`config.mk`:
```
export PLATFORM = sky130hd
export DESIGN_NAME = dma_sequencer
export DESIGN_NICKNAME = d
export VERILOG_FILES = /design/src/rtl/dma_seq_pkg.sv /design/src/rtl/beat_counter.sv /design/src/rtl/dma_sequencer.sv
export SDC_FILE = /design/constraint.sdc
export NUM_CORES = 1
export LEC_CHECK = 0
export ABC_CLOCK_PERIOD_IN_PS = 2950
export BUFFER_PORTS_ARGS = -buffer_cell sky130_fd_sc_hd__buf_2
export CORE_MARGIN = 3
export CORE_UTILIZATION = 52
export DETAILED_ROUTE_END_ITERATION = 8
export HOLD_SLACK_MARGIN = 0.08
export PLACE_DENSITY = 0.86
export SKIP_LAST_GASP = 1
export SYNTH_ARGS = -nofsm -noshare
export SYNTH_HDL_FRONTEND = slang
export SYNTH_SLANG_ARGS = --single-unit
```
`constraint.sdc`:
```
create_clock -name clk -period 2.95 [get_ports clk]
set_input_delay 0.1475 -clock clk [delete_from_list [all_inputs] [get_ports clk]]
set_output_delay 0.1475 -clock clk [all_outputs]
set_load 0.005 [all_outputs]
```
`src/rtl/dma_seq_pkg.sv`:
```
// -----------------------------------------------------------------------------
// dma_seq_pkg
// Shared types for the DMA sequencer:
//   am_instr_e - 3-bit instruction codes driven to the address generator
//   state_e    - sequencer FSM states
//   desc_t     - descriptor captured on the command handshake
// -----------------------------------------------------------------------------
package dma_seq_pkg;

    localparam int BEAT_W = 9;  // wide enough to hold a full 256-beat count

    typedef enum logic [2:0] {
        WR_CR   = 3'd0,
        READ_CR = 3'd1,
        READ_WC = 3'd2,
        READ_AC = 3'd3,
        REINIT  = 3'd4,
        LD_ADDR = 3'd5,
        LD_WC   = 3'd6,
        ENABLE  = 3'd7
    } am_instr_e;

    typedef enum logic [2:0] {
        S_IDLE,
        S_LD_CR,
        S_LD_AR,
        S_LD_WC,
        S_RUN,
        S_FIN
    } state_e;

    typedef struct packed {
        logic [1:0] mode;
        logic       dir;
        logic [7:0] addr;
        logic [7:0] count;
    } desc_t;

endpackage

```
`src/rtl/beat_counter.sv`:
```
// -----------------------------------------------------------------------------
// beat_counter
// 9-bit beat down-counter for the DMA sequencer.
//   clk, reset_n - clock, asynchronous active-low reset (count clears to 0)
//   load_i       - load count_i (a count of 0 loads 256)
//   count_i[7:0] - descriptor word count
//   dec_i        - decrement by one (saturates at 0)
//   beats_o[8:0] - beats remaining
//   is_last_o    - exactly one beat remains
// -----------------------------------------------------------------------------
module beat_counter
    import dma_seq_pkg::*;
(
    input  logic              clk,
    input  logic              reset_n,
    input  logic              load_i,
    input  logic [7:0]        count_i,
    input  logic              dec_i,
    output logic [BEAT_W-1:0] beats_o,
    output logic              is_last_o
);

    logic [BEAT_W-1:0] cnt_q, cnt_d;

    always_comb begin
        // NOTE: assign the default first so every path drives cnt_d; a missing
        // branch in always_comb would otherwise infer a latch.
        cnt_d = cnt_q;
        if (load_i) begin
            cnt_d = (count_i == 8'd0) ? BEAT_W'(256) : {1'b0, count_i};
        end else if (dec_i && (cnt_q != '0)) begin
            cnt_d = cnt_q - BEAT_W'(1);
        end
    end

    // NOTE: state registers use non-blocking assignments so every flop samples
    // its inputs from before the edge, independent of block ordering.
    always_ff @(posedge clk or negedge reset_n) begin
        if (!reset_n) cnt_q <= '0;
        else          cnt_q <= cnt_d;
    end

    assign beats_o   = cnt_q;
    assign is_last_o = (cnt_q == BEAT_W'(1));

endmodule

```
`src/rtl/dma_sequencer.sv`:
```
// -----------------------------------------------------------------------------
// dma_sequencer
// Accepts one DMA descriptor at a time, programs the address generator
// (control, address, word count), then runs memory beats until the count is
// exhausted and reinitialises the generator.
//
// Ports:
//   clk, reset_n             - clock, asynchronous active-low reset
//   abort                    - (only with DMA_SEQ_ABORT_EN) abandon descriptor
//   cmd_valid / cmd_ready    - descriptor handshake
//   cmd_mode, cmd_dir        - control register bits [1:0] and [2]
//   cmd_addr, cmd_count      - start address, word count (0 means 256)
//   am_i, am_data            - instruction and data to the address generator
//   am_aci, am_wci           - address/word counter carry-in enables
//   am_done                  - generator's terminal-count flag
//   beat_req / beat_ack      - memory beat handshake
//   busy, xfer_done, err     - status: in progress, completion pulse, sticky
//                              terminal-count mismatch
//
// Configuration macro: DMA_SEQ_ABORT_EN adds the abort input.
// -----------------------------------------------------------------------------
module dma_sequencer
    import dma_seq_pkg::*;
(
    input  logic       clk,
    input  logic       reset_n,
`ifdef DMA_SEQ_ABORT_EN
    input  logic       abort,
`endif
    input  logic       cmd_valid,
    output logic       cmd_ready,
    input  logic [1:0] cmd_mode,
    input  logic       cmd_dir,
    input  logic [7:0] cmd_addr,
    input  logic [7:0] cmd_count,
    output logic [2:0] am_i,
    output logic [7:0] am_data,
    output logic       am_aci,
    output logic       am_wci,
    input  logic       am_done,
    output logic       beat_req,
    input  logic       beat_ack,
    output logic       busy,
    output logic       xfer_done,
    output logic       err
);

    state_e            state_q, state_d;
    desc_t             desc_q, desc_d;
    logic              err_q, err_d;
    logic              cnt_load, cnt_dec;
    logic [BEAT_W-1:0] beats_left;
    logic              is_last;
    logic              abort_w;

`ifdef DMA_SEQ_ABORT_EN
    assign abort_w = abort;
`else
    assign abort_w = 1'b0;
`endif

    beat_counter u_cnt (
        .clk       (clk),
        .reset_n   (reset_n),
        .load_i    (cnt_load),
        .count_i   (desc_q.count),
        .dec_i     (cnt_dec),
        .beats_o   (beats_left),
        .is_last_o (is_last)
    );

    always_comb begin
        state_d   = state_q;
        desc_d    = desc_q;
        err_d     = err_q;
        cmd_ready = 1'b0;
        busy      = 1'b1;
        am_i      = READ_CR;
        am_data   = 8'h00;
        am_aci    = 1'b0;
        am_wci    = 1'b0;
        beat_req  = 1'b0;
        xfer_done = 1'b0;
        cnt_load  = 1'b0;
        cnt_dec   = 1'b0;

        unique case (state_q)
            S_IDLE: begin
                cmd_ready = 1'b1;
                busy      = 1'b0;
                if (cmd_valid) begin
                    desc_d  = '{mode: cmd_mode, dir: cmd_dir, addr: cmd_addr, count: cmd_count};
                    err_d   = 1'b0;
                    state_d = S_LD_CR;
                end
            end
            S_LD_CR: begin
                am_i    = WR_CR;
                am_data = {5'b0, desc_q.dir, desc_q.mode};
                state_d = S_LD_AR;
            end
            S_LD_AR: begin
                am_i    = LD_ADDR;
                am_data = desc_q.addr;
                state_d = S_LD_WC;
            end
            S_LD_WC: begin
                am_i     = LD_WC;
                am_data  = desc_q.count;
                cnt_load = 1'b1;
                state_d  = S_RUN;
            end
            S_RUN: begin
                am_i     = ENABLE;
                beat_req = 1'b1;
                // Generator counters advance combinationally with each accepted beat.
                am_aci   = beat_ack;
                am_wci   = beat_ack;
                if (beat_ack) begin
                    cnt_dec = 1'b1;
                    // Our count and the generator's terminal count must agree:
                    // done missing on the last beat or early on any other beat.
                    if (is_last) begin
                        if (!am_done) err_d = 1'b1;
                        state_d = S_FIN;
                    end else if (am_done) begin
                        err_d = 1'b1;
                    end
                end
            end
            S_FIN: begin
                am_i      = REINIT;
                xfer_done = 1'b1;
                state_d   = S_IDLE;
            end
            default: state_d = S_IDLE;
        endcase

        // Abort outranks everything in the active states. FIN is excluded so
        // an abort held there cannot stretch the completion pulse.
        if (abort_w && (state_q != S_IDLE) && (state_q != S_FIN)) begin
            state_d = S_FIN;
            err_d   = err_q;
        end
    end

    always_ff @(posedge clk or negedge reset_n) begin
        if (!reset_n) begin
            state_q <= S_IDLE;
            desc_q  <= '0;
            err_q   <= 1'b0;
        end else begin
            state_q <= state_d;
            desc_q  <= desc_d;
            err_q   <= err_d;
        end
    end

    assign err = err_q;

endmodule

```
Yosys cells after proc, flatten, opt, wreduce, memory -nomap -nowiden
Index checks and enable logic that the tools add are counted.
W data, S select, Z words.
{"block": "word_totals", "ff_bits": 32, "in_bits": 24, "out_inout_bits": 18, "wordCells": 51}
{"block": "op_classes", "add_sub_neg": 1, "n_eq_ne": 11, "mux": 23, "reduce_logical": 9}
{"op": "$pmux W3 S5", "count": 2}
{"op": "$mux W9", "count": 3}
{"op": "$pmux W8 S3", "count": 1}
{"op": "$mux W1", "count": 13}
{"op": "$eq A9 B1 Y1 const B", "count": 1}
{"op": "$mux W3", "count": 3}
{"op": "$reduce_bool A9 Y1", "count": 1}
{"op": "$sub A9 B1 Y9 const B", "count": 1}
{"op": "$logic_not A8 Y1", "count": 1}
{"op": "$eq A3 B2 Y1 const B", "count": 2}
{"op": "$eq A3 B3 Y1 const B", "count": 2}
{"op": "$ne A2 B2 Y1 const B", "count": 3}
{"op": "$ne A3 B3 Y1 const B", "count": 2}
{"op": "$reduce_and A5 Y1", "count": 1}
{"op": "$reduce_bool A2 Y1", "count": 2}
{"op": "$eq A3 B1 Y1 const B", "count": 1}
{"op": "$logic_not A3 Y1", "count": 1}
{"op": "$reduce_and A3 Y1", "count": 1}
{"op": "$pmux W1 S2", "count": 1}
{"op": "$reduce_and A2 Y1", "count": 1}
{"op": "$logic_and A1 B1 Y1", "count": 1}

Longest topological paths before layout
Gate-level depths: netlist of the first run.
{"block": "depth", "depth_word": 5, "ltp_mapped": 6, "depth_no_buf": 6}

Hierarchy
A second synthesis of the first run with hierarchy kept.
{"block": "unflattened", "hier_cells": 162, "area_unflattened_um2": 1813.0}
{"mod": "dma_sequencer", "n_inst": 1, "cells_per_inst": 92, "area_per_inst_um2": 1151.1, "seq_area_each_um2": 575.6}
{"mod": "beat_counter", "n_inst": 1, "cells_per_inst": 70, "area_per_inst_um2": 661.9, "seq_area_each_um2": 225.2}

Worst setup path after synthesis of the first run
Ideal clock, no wire load.
{"block": "synth_path", "path_type": "register to register", "from": "register u_cnt.cnt_q[0] (netlist: u_cnt.beats_o[0])", "to": "register u_cnt.cnt_q[3] (netlist: u_cnt.beats_o[3])", "setup_time_ns": 0.126, "t_arrival_ns": 1.871, "required_ns": 2.824, "slack_ns": 0.953, "stages_incl_launch_ff": 7, "n_path_buf": 0, "synth_period_minus_slack_ns": 1.997, "path_cell_list": "dfrtp_1 inv_1 ha_1 or4b_4 o31ai_4 mux2i_1 a221o_1"}
{"block": "synth_via", "elab_chain_len": 3, "elab_cells_between_ends": 6, "classes_between": "1 x add/sub; 2 x mux; 3 x reduce/logical"}
{"element": "from (decl)", "line_no": "beat_counter.sv:23", "rtl": "logic [BEAT_W-1:0] cnt_q, cnt_d;"}
{"element": "from (signal assigned)", "line_no": "beat_counter.sv:40", "rtl": "else cnt_q <= cnt_d;"}
{"element": "$sub A9 B1 Y9 / $reduce_bool A9 Y1 (equally long branches)", "line_no": "beat_counter.sv:32, beat_counter.sv:31"}
{"element": "$mux W9 / $logic_and A1 B1 Y1 (equally long branches)", "line_no": "beat_counter.sv:31", "rtl": "end else if (dec_i && (cnt_q != '0)) begin"}
{"element": "$mux W9 / $reduce_bool A2 Y1 (equally long branches)"}
Several ways; a longest one is shown, not always the timed one. The select of a mux whose other input is x is not followed.
A chain may end at the register's enable or synchronous reset.

Worst setup path after layout of the first run
Same ends and word-level chain as after synthesis.

==> flow_summary.ini, run 1 <==
[clocking]
ctsResizeCount = 0
cts_tree = yes
cts.path.max_buffers = 2
worstSkewPairLatency_ns = 0.34
clock-sinks = 32
cts_setup_buffers = 0
cts.reportedPaths.clkPinSlew_ns = 0.10
cts_buffers = 5
cts_root_buf = clkbuf_4
hold_buffers = 20
h-tree-depth = 2

[global_routing]
grt_overflow = 0
grt_use_total_pct = 23.9
grt_pass1_wl_um = 7520
antenna_found_initial = 0
grt_pass1_vias = 1538
grt_max_degree = 33

[power_and_ir_drop]
totalPowerFinal_mw = 2.25
irDropWorstVdd_mv = 0.552
leakage_nw = 1.04
p_per_area_mw_per_mm2 = 1010

[worst_setup_path]
critPathMaxFanout = 10
ff2ff_setup_slack_ns = 0.75
critPathCaptureType = flip-flop
required_ns = 3.17
cp-start-kind = flip-flop
worst-setup-path-type = flip-flop to flip-flop
critPathArrivalTime_ns = 2.42

[die]
io_pins = 42
die_x_um = 63.6
die_area_sq_mm = 0.00404
start_util_pct = 55.6
placementRows = 20
fp.dieH_um = 63.6
core_sq_mm = 0.00310

[timing]
finalSetupTns_ns = 0
finalCritPeriodShare_pct = 74.7
hold_violations = 0
maxSlewHeadroom_pct = 53.6
fmax_ghz = 0.454
layout_min_cycle_time_ns = 2.20
rsz0062_at_grt = false
skew_ns = 0.0126
worst_slack_ns = 0.745
worst_slew_pin_slew_ns = 0.696
slew_violations = 0
setup_violations = 0
whs_ns = 0.129

[routing]
drt_wl_total_um = 4390
drc_errors = 0
vias = 1486
drtAntennaViolNets = 0
drt_first_pass_iters = 4
avgViaCountPerCell = 5.57
wl_per_cell_um = 16.4
drtIter0Drc = 84

[yosys]
synthesis.nets = 187
synth-seq-area-share_pct = 46.4
netlist_area_sq_mm = 0.00173
synth_cells = 160
synth_top_flop_cell = dfrtp_1
async_flop_share_pct = 100
syn_avg_cell_area_sq_um = 10.8
ys_ff_latch = 32
yosys_warnings = 0
synth_edf_count = 0
synth.distinct_cells = 45

[placement]
hpwl_um = 2670
dp.cells = 239
dpl-instance-area_sq_mm = 0.00195
gp_congestion = 0.880
post-place-ws_ns = 0.778
io_buffers = 41

[final_layout]
final_common_cell = buf_2
seq_area_sq_um = 801
fin_util_pct = 71.9
final_cell_mix = 41 x buf_2, 32 x dfrtp_1, 20 x dlygate4sd3_1, 19 x mux2_2, 17 x nor2_1
nFillCells = 236
antenna_cells = 0
nets = 249
drive_above_1_share_pct = 33.6
multiInputGateArea_sq_um = 866
syn_to_final_growth_pct = 29.2
final_cells = 267
stdcell_area_sq_mm = 0.00223

[job]
cap_violations = 0

[worst_hold_path]
min-delay-path-class = primary input to flip-flop

[outcome]
status = complete, no violations
==> registers in the layout, summed over array words and instances, names as in the netlist <==
| name | cells |
|---|---|
| err | 1 |
| state_q | 3 |
| desc_q | 19 |
| u_cnt.beats_o | 9 |
==> layout make-up <==
type                            count  area share, %
Multi-Input combinational cell    116           38.8
Sequential cell                    32           35.9
Inverter                            5          0.842
Clock buffer                        6           1.85
Tap cell                           44           2.47
Clock inverter                      2           1.57
Timing Repair Buffer               62           18.5
==> path summary, 6_finish.rpt <==
path,startpoint,depth (start not counted),to
setup / recovery,u_cnt.beats_o[0],6,u_cnt.beats_o[3]
hold / removal,cmd_valid,3,err
setup reg to reg,u_cnt.beats_o[0],6,u_cnt.beats_o[3]
hold reg to reg,err,1,err
max in group asynchronous,reset_n,2,u_cnt.beats_o[3]
min in group asynchronous,reset_n,2,desc_q[18]
==> power breakdown <==
part,internal [mW],switching (mW)
Sequential,0.653,0.269
Clock,0.178,0.156
Combinational,0.518,0.475
Total,1.35,0.900
==> metal layers <==
layer,share of wire [%],GRT usage [%],wire (um)
met2,51,38.6,2220
met4,2.4,8.09,106
met5,0,0,0
met3,6.4,7.66,283
met1,41,30.2,1780
==> cell usage after synthesis (2+ instances only) <==
master	number	share of area, %
a21oi_1	2	0.58
nand2b_1	3	1.1
inv_1	5	1.1
o311ai_0	3	1.5
nor3b_1	3	1.3
nand3_1	9	2.6
xnor2_1	2	1.0
buf_2	2	0.58
mux2_2	19	12
buf_1	2	0.44
mux2i_1	9	5.2
or3_1	2	0.73
nand2_1	12	2.6
ha_1	3	2.2
nor4_1	4	1.5
dfrtp_1	32	46
nand3b_1	2	0.87
nor3_1	2	0.58
nor2_1	17	3.7
o211ai_1	2	0.87
==> worst max-delay path: stages (launching register included) <==
cell	delay [ns]
dfrtp_1	0.43
inv_1	0.11
ha_1	0.19
or4b_4	0.51
o31ai_4	0.41
mux2i_1	0.14
a221o_1	0.31
==> logic make-up (layout without fill, tap and decap cells) <==
group / count (synthesis) / in the layout / share of synthesized area (%)
and+or+nand+nor: 64 / 64 / 19.9
DFF: 32 / 32 / 46.4
muxes: 28 / 28 / 17.6
AOI/OAI and AO/OA: 18 / 18 / 8.92
buffers and inverters: 12 / 75 / 3.41
adders and majority gates: 3 / 3 / 2.18
xor gates and xnor gates: 3 / 3 / 1.52
Power figures use the tool's default switching activity.
==> inputs of run 2 (changes only) <==
--- a/config.mk
+++ b/config.mk
@@ -5,7 +5,8 @@
 export SDC_FILE = /design/constraint.sdc
 export NUM_CORES = 1
 export LEC_CHECK = 0
-export ABC_CLOCK_PERIOD_IN_PS = 2950
+export ABC_AREA = 1
+export ABC_CLOCK_PERIOD_IN_PS = 2300
 export BUFFER_PORTS_ARGS = -buffer_cell sky130_fd_sc_hd__buf_2
 export CORE_MARGIN = 3
 export CORE_UTILIZATION = 52
==> constraint.sdc (replaced) <==
create_clock -name clk -period 2.3 [get_ports clk]
set_input_delay 0.115 -clock clk [delete_from_list [all_inputs] [get_ports clk]]
set_output_delay 0.115 -clock clk [all_outputs]
set_load 0.005 [all_outputs]
==> flow_summary.ini, run 2 <==
[final_layout]
largest_reg_flops = 19
final_common_cell = nand2_1
final_cell_mix = 50 x nand2_1, 41 x buf_2, 32 x dfrtp_1, 25 x nor2_1, 20 x dlygate4sd3_1
drive_above_1_share_pct = 27.3
top_register = desc_q
syn_to_final_growth_pct = 27.3
nets = 293

[yosys]
netlist_area_sq_mm = 0.00177
synth-seq-area-share_pct = 45.4
yosys_warnings = 0
synth_top_area_cell = dfrtp_1
synth_edf_count = 0
async_flop_share_pct = 100
synth.distinct_cells = 25
ys_ff_latch = 32
netlist.area_leader.share_pct = 45.4
synth_top_flop_cell = dfrtp_1
yosys-top-cells-area = dfrtp_1 45%, nand2_1 11%, mux2_4 10%
yosysMostFrequentCell = nand2_1
syn_avg_cell_area_sq_um = 8.74
synthesis.nets = 229
synth_cells = 202
ys_top_cells_by_count = 50 x nand2_1, 32 x dfrtp_1, 25 x nor2_1

[worst_setup_path]
critPathCaptureType = output port
r2r_cells = 7
critPathMaxFanout = 13
r2r-end = u_cnt.beats_o[8]
critPathBufInv = 3
worst-setup-path-type = flip-flop to output port
startpoint = state_q[2]
rr_startpoint = state_q[2]
ff2ff_setup_slack_ns = 0.68
cp.depth = 6
cpMaxStageDelayCell = dfrtp_1
crit_family = simple AND/OR/NAND/NOR gates
path_cells = inv_1 -> nand3_1 -> inv_1 -> nand2_1 -> nand3_1 -> buf_2
cp-start-kind = flip-flop
crit_end = am_data[0]
required_ns = 2.18
critPathArrivalTime_ns = 1.94
cpPeakStageDelay_ns = 0.46

[routing]
met1_length_um = 1790
top_layer = met4
vias = 1645
drtIter0Drc = 86
wl_per_cell_um = 14.9
drt_first_pass_iters = 4
dr_wl_met3_um = 326
drtAntennaViolNets = 0
drt_wl_total_um = 4660
wl_met2_um = 2380
drc_errors = 0
avgViaCountPerCell = 5.27

[outcome]
status = complete, no violations

[placement]
io_buffers = 41
gp_congestion = 0.853
hpwl_um = 2770

[global_routing]
grt_overflow = 0
antenna_found_initial = 1
grt_pass1_wl_um = 7620
grt_pass1_vias = 1630
grt_use_total_pct = 24.2
grt_max_degree = 33

[clocking]
cts_buffers = 5
clock-sinks = 32
cts.reportedPaths.clkPinSlew_ns = 0.11
worstSkewPairLatency_ns = 0.33
cts.path.max_buffers = 2
cts_tree = yes
cts_setup_buffers = 0
h-tree-depth = 2
cts_root_buf = clkbuf_4

[die]
core_sq_mm = 0.00315
io_pins = 42
die_x_um = 64.3
start_util_pct = 56.0
fp.dieH_um = 64.3
die_area_sq_mm = 0.00413
placementRows = 20

[timing]
layout_min_cycle_time_ns = 2.06
finalSetupTns_ns = 0
hold_violations = 0
rsz0062_at_grt = false
finalCritPeriodShare_pct = 89.4
whs_ns = 0.130
fmax_ghz = 0.486
worst_slew_pin_slew_ns = 0.704
slew_violations = 0
skew_ns = 0.00741
maxSlewHeadroom_pct = 53.1
setup_violations = 0

[worst_hold_path]
min-delay-path-class = primary input to flip-flop

[power_and_ir_drop]
leakage_nw = 1.22
totalPowerFinal_mw = 2.78
irDropWorstVdd_mv = 0.735
p_per_area_mw_per_mm2 = 1240

[job]
cap_violations = 0
==> run 2: changes by cell type in the layout (fill, tap and decap cells not counted), sizes merged, moves of 4 or more <==
cell   before  now
nand2      12   52
inv         5   22
nor2       18   30
mux2i       9    0
a21oi       2    9
o21ai       1    8
mux2       19   15
nand3       9   13
nor4        4    0
==> run 2: per-stage QoR <==
stage,area (sq um),setup WS (ns),utilization [%],cells
floorplan,1770,0.910,-,202
global placement,1980,0.802,62.9,283
detailed placement,1980,0.714,62.9,283
CTS,2240,0.328,71.2,311
global route,2250,0.0937,71.3,312
finish,2250,0.244,71.3,312
==> run 2: routing by layer <==
layer	global-route usage, %	vias to the layer above
li1	-	775
met4	12.4	0
met2	40.5	76
met5	0	-
met3	6.50	20
met1	28.2	774
==> run 2: how the worst min path moves through the flow <==
stage,cells after the start,end,from
floorplan,0,desc_q[0],reset_n
global placement,1,state_q[0],reset_n
detailed placement,1,err,reset_n
CTS,3,state_q[0],cmd_valid
global route,4,err,am_done
finish,3,state_q[0],cmd_valid
==> run 2: area by class of cell <==
| cell class | count | area, sq um |
|---|---|---|
| diodes | 1 | 2.50 |
| clock buffers | 7 | 55.1 |
| clock inverters | 1 | 7.51 |
| fillers | 214 | 906 |
| inverters | 22 | 82.6 |
| multi-input cells | 144 | 838 |
| flip-flops and latches | 32 | 801 |
| well taps | 44 | 55.1 |
| repair buffers | 61 | 405 |
==> run 2: power by group <==
group	switching (mW)	internal (mW)
sequential	0.234	0.831
clock	0.205	0.150
combinational	0.736	0.622
total	1.17	1.60
==> run 2: what timing repair did <==
item	in CTS	in global routing
resized for setup	0	0
endpoints found under the hold margin	51	0
hold buffers	20	0
==> run 2: cell families (layout without fill, tap and decap cells) <==
family,count (synthesis),count (layout),share of synthesized area (%)
simple gates,101,101,24.7
flops,32,32,45.4
buf+inv,26,91,7.16
compound gates,19,19,5.60
mux,15,15,12.1
xor+xnor,6,6,2.98
fa+ha+maj,3,3,2.13
other cells,0,1,0
==> run 2: worst reg2reg max path, cell delays in order, from the launching register on <==
cell and delay [ns]:
dfrtp_1 0.46, inv_1 0.14, nand3_1 0.37, nor2_1 0.26
nand4_1 0.12, nand2_1 0.09, nand2_1 0.06, nand2_1 0.06
==> inputs of run 3 (changes only) <==
--- a/config.mk
+++ b/config.mk
@@ -8,6 +8,7 @@
 export ABC_AREA = 1
 export ABC_CLOCK_PERIOD_IN_PS = 2300
 export BUFFER_PORTS_ARGS = -buffer_cell sky130_fd_sc_hd__buf_2
+export CAP_MARGIN = 10
 export CORE_MARGIN = 3
 export CORE_UTILIZATION = 52
 export DETAILED_ROUTE_END_ITERATION = 8
==> constraint.sdc (replaced) <==
create_clock -name clk -period 2.3 [get_ports clk]
set_input_delay 0.115 -clock clk [delete_from_list [all_inputs] [get_ports clk]]
set_output_delay 0.115 -clock clk [all_outputs]
set_load 0.05 [all_outputs]
==> flow_summary.ini, run 3 (same netlist as run 2, synthesis figures left out) <==
[power_and_ir_drop]
leakage_nw = 1.24
irDropWorstVdd_mv = 0.914
pwr-share-clk_pct = 14.1
p_per_area_mw_per_mm2 = 1510
power_frac_seq_pct = 31.2
p_sw_mw = 1.70
totalPowerFinal_mw = 3.45
combPwrFrac_pct = 54.7
p_int_mw = 1.75
swShare_pct = 49.3

[final_layout]
nFillCells = 212
largest_reg_flops = 19
stdcell_area_sq_mm = 0.00229
final_common_cell = nand2_1
seq_area_sq_um = 801
syn_to_final_growth_pct = 29.8
drive_above_1_share_pct = 28.0
final_cells = 312
antenna_cells = 0
fin_util_pct = 72.7
nets = 294
multiInputGateArea_sq_um = 843
top_register = desc_q
final_cell_mix = 50 x nand2_1, 41 x buf_2, 32 x dfrtp_1, 25 x nor2_1, 21 x dlygate4sd3_1

[routing]
drtAntennaViolNets = 0
drtIter0Drc = 94
drt_first_pass_iters = 4
vias = 1625
wl_per_cell_um = 15.2
drt_wl_total_um = 4750
avgViaCountPerCell = 5.21
drc_errors = 0

[clocking]
worstSkewPairLatency_ns = 0.35
cts_tree = yes
clock-sinks = 32
cts.path.max_buffers = 2
cts.reportedPaths.clkPinSlew_ns = 0.12
cts_root_buf = clkbuf_4
cts_buffers = 5
cts_setup_buffers = 0
h-tree-depth = 2

[placement]
dp.cells = 283
post-place-ws_ns = 0.601
hpwl_um = 2830
dpl-instance-area_sq_mm = 0.00198
io_buffers = 41
gp_congestion = 0.796

[global_routing]
grt_overflow = 0
grt_pass1_wl_um = 7980
grt_use_total_pct = 25.3
grt_max_degree = 33
grt_pass1_vias = 1652
antenna_found_initial = 0

[worst_setup_path]
critPathArrivalTime_ns = 1.99
worst-setup-path-type = flip-flop to output port
critPathMaxFanout = 9
cp-start-kind = flip-flop
critPathCaptureType = output port
required_ns = 2.18
ff2ff_setup_slack_ns = 0.70

[timing]
hold_violations = 0
skew_ns = 0.0217
whs_ns = 0.0884
finalCritPeriodShare_pct = 91.6
worst_slew_pin_slew_ns = 0.715
slew_violations = 0
fmax_ghz = 0.475
setup_violations = 0
layout_min_cycle_time_ns = 2.11
maxSlewHeadroom_pct = 52.4
finalSetupTns_ns = 0
rsz0062_at_grt = false
worst_slack_ns = 0.193

[die]
placementRows = 20
io_pins = 42
start_util_pct = 56.0
die_x_um = 64.3
core_sq_mm = 0.00315
die_area_sq_mm = 0.00413
fp.dieH_um = 64.3

[job]
cap_violations = 0

[outcome]
status = complete, no violations

[worst_hold_path]
min-delay-path-class = primary input to flip-flop
[run 3: cell count changes in the layout (fill, tap and decap cells not counted), sizes merged]
cell         delta
clkinvlp        -1
diode           -1
dlygate4sd3     +1
bufinv          +1
[run 3: path summary, 6_finish.rpt]
| path | startpoint | endpoint | cells after the start |
|---|---|---|---|
| worst max-delay path | state_q[2] | am_data[1] | 6 |
| worst min-delay path | am_done | err | 4 |
| worst max register to register | state_q[0] | u_cnt.beats_o[0] | 8 |
| worst min register to register | err | err | 2 |
| max in group asynchronous | reset_n | u_cnt.beats_o[5] | 2 |
| min in group asynchronous | reset_n | u_cnt.beats_o[1] | 2 |
[run 3: power groups by stage]
stage,clock network (mW),logic (mW),registers [mW]
after detailed placement,0,1.81,1.06
after CTS,0.486,1.84,1.05
after global routing,0.514,2.06,1.10
final,0.488,1.89,1.08
after global placement,0,1.77,1.04
after floorplan,0,1.51,1.00
[run 3: layout make-up]
class,count,share of cell area [%]
clock inverters,1,1.31
well taps,44,2.40
flip-flops and latches,32,34.9
inverters,22,3.60
repair buffers,62,18.1
clock buffers,7,2.84
multi-input cells,144,36.8
[run 3: worst max-delay path, stage by stage, from the launching register on]
cell and delay, ns:
dfrtp_1 0.47, inv_1 0.17, nand2_1 0.12, nor2_2 0.34, a21oi_1 0.17, nand2_1 0.10
buf_2 0.27
[run 3: routing by layer]
layer  track usage (%)  part of all wire [%]
met4              10.0                   3.9
met3              7.56                   6.3
met1              31.2                    42
met2              41.5                    48
met5                 0                     0
[run 3: repair_timing]
item	CTS	global route
hold endpoints to repair	52	0
setup endpoints to repair	0	4
resized for setup	0	1
hold buffers	21	0
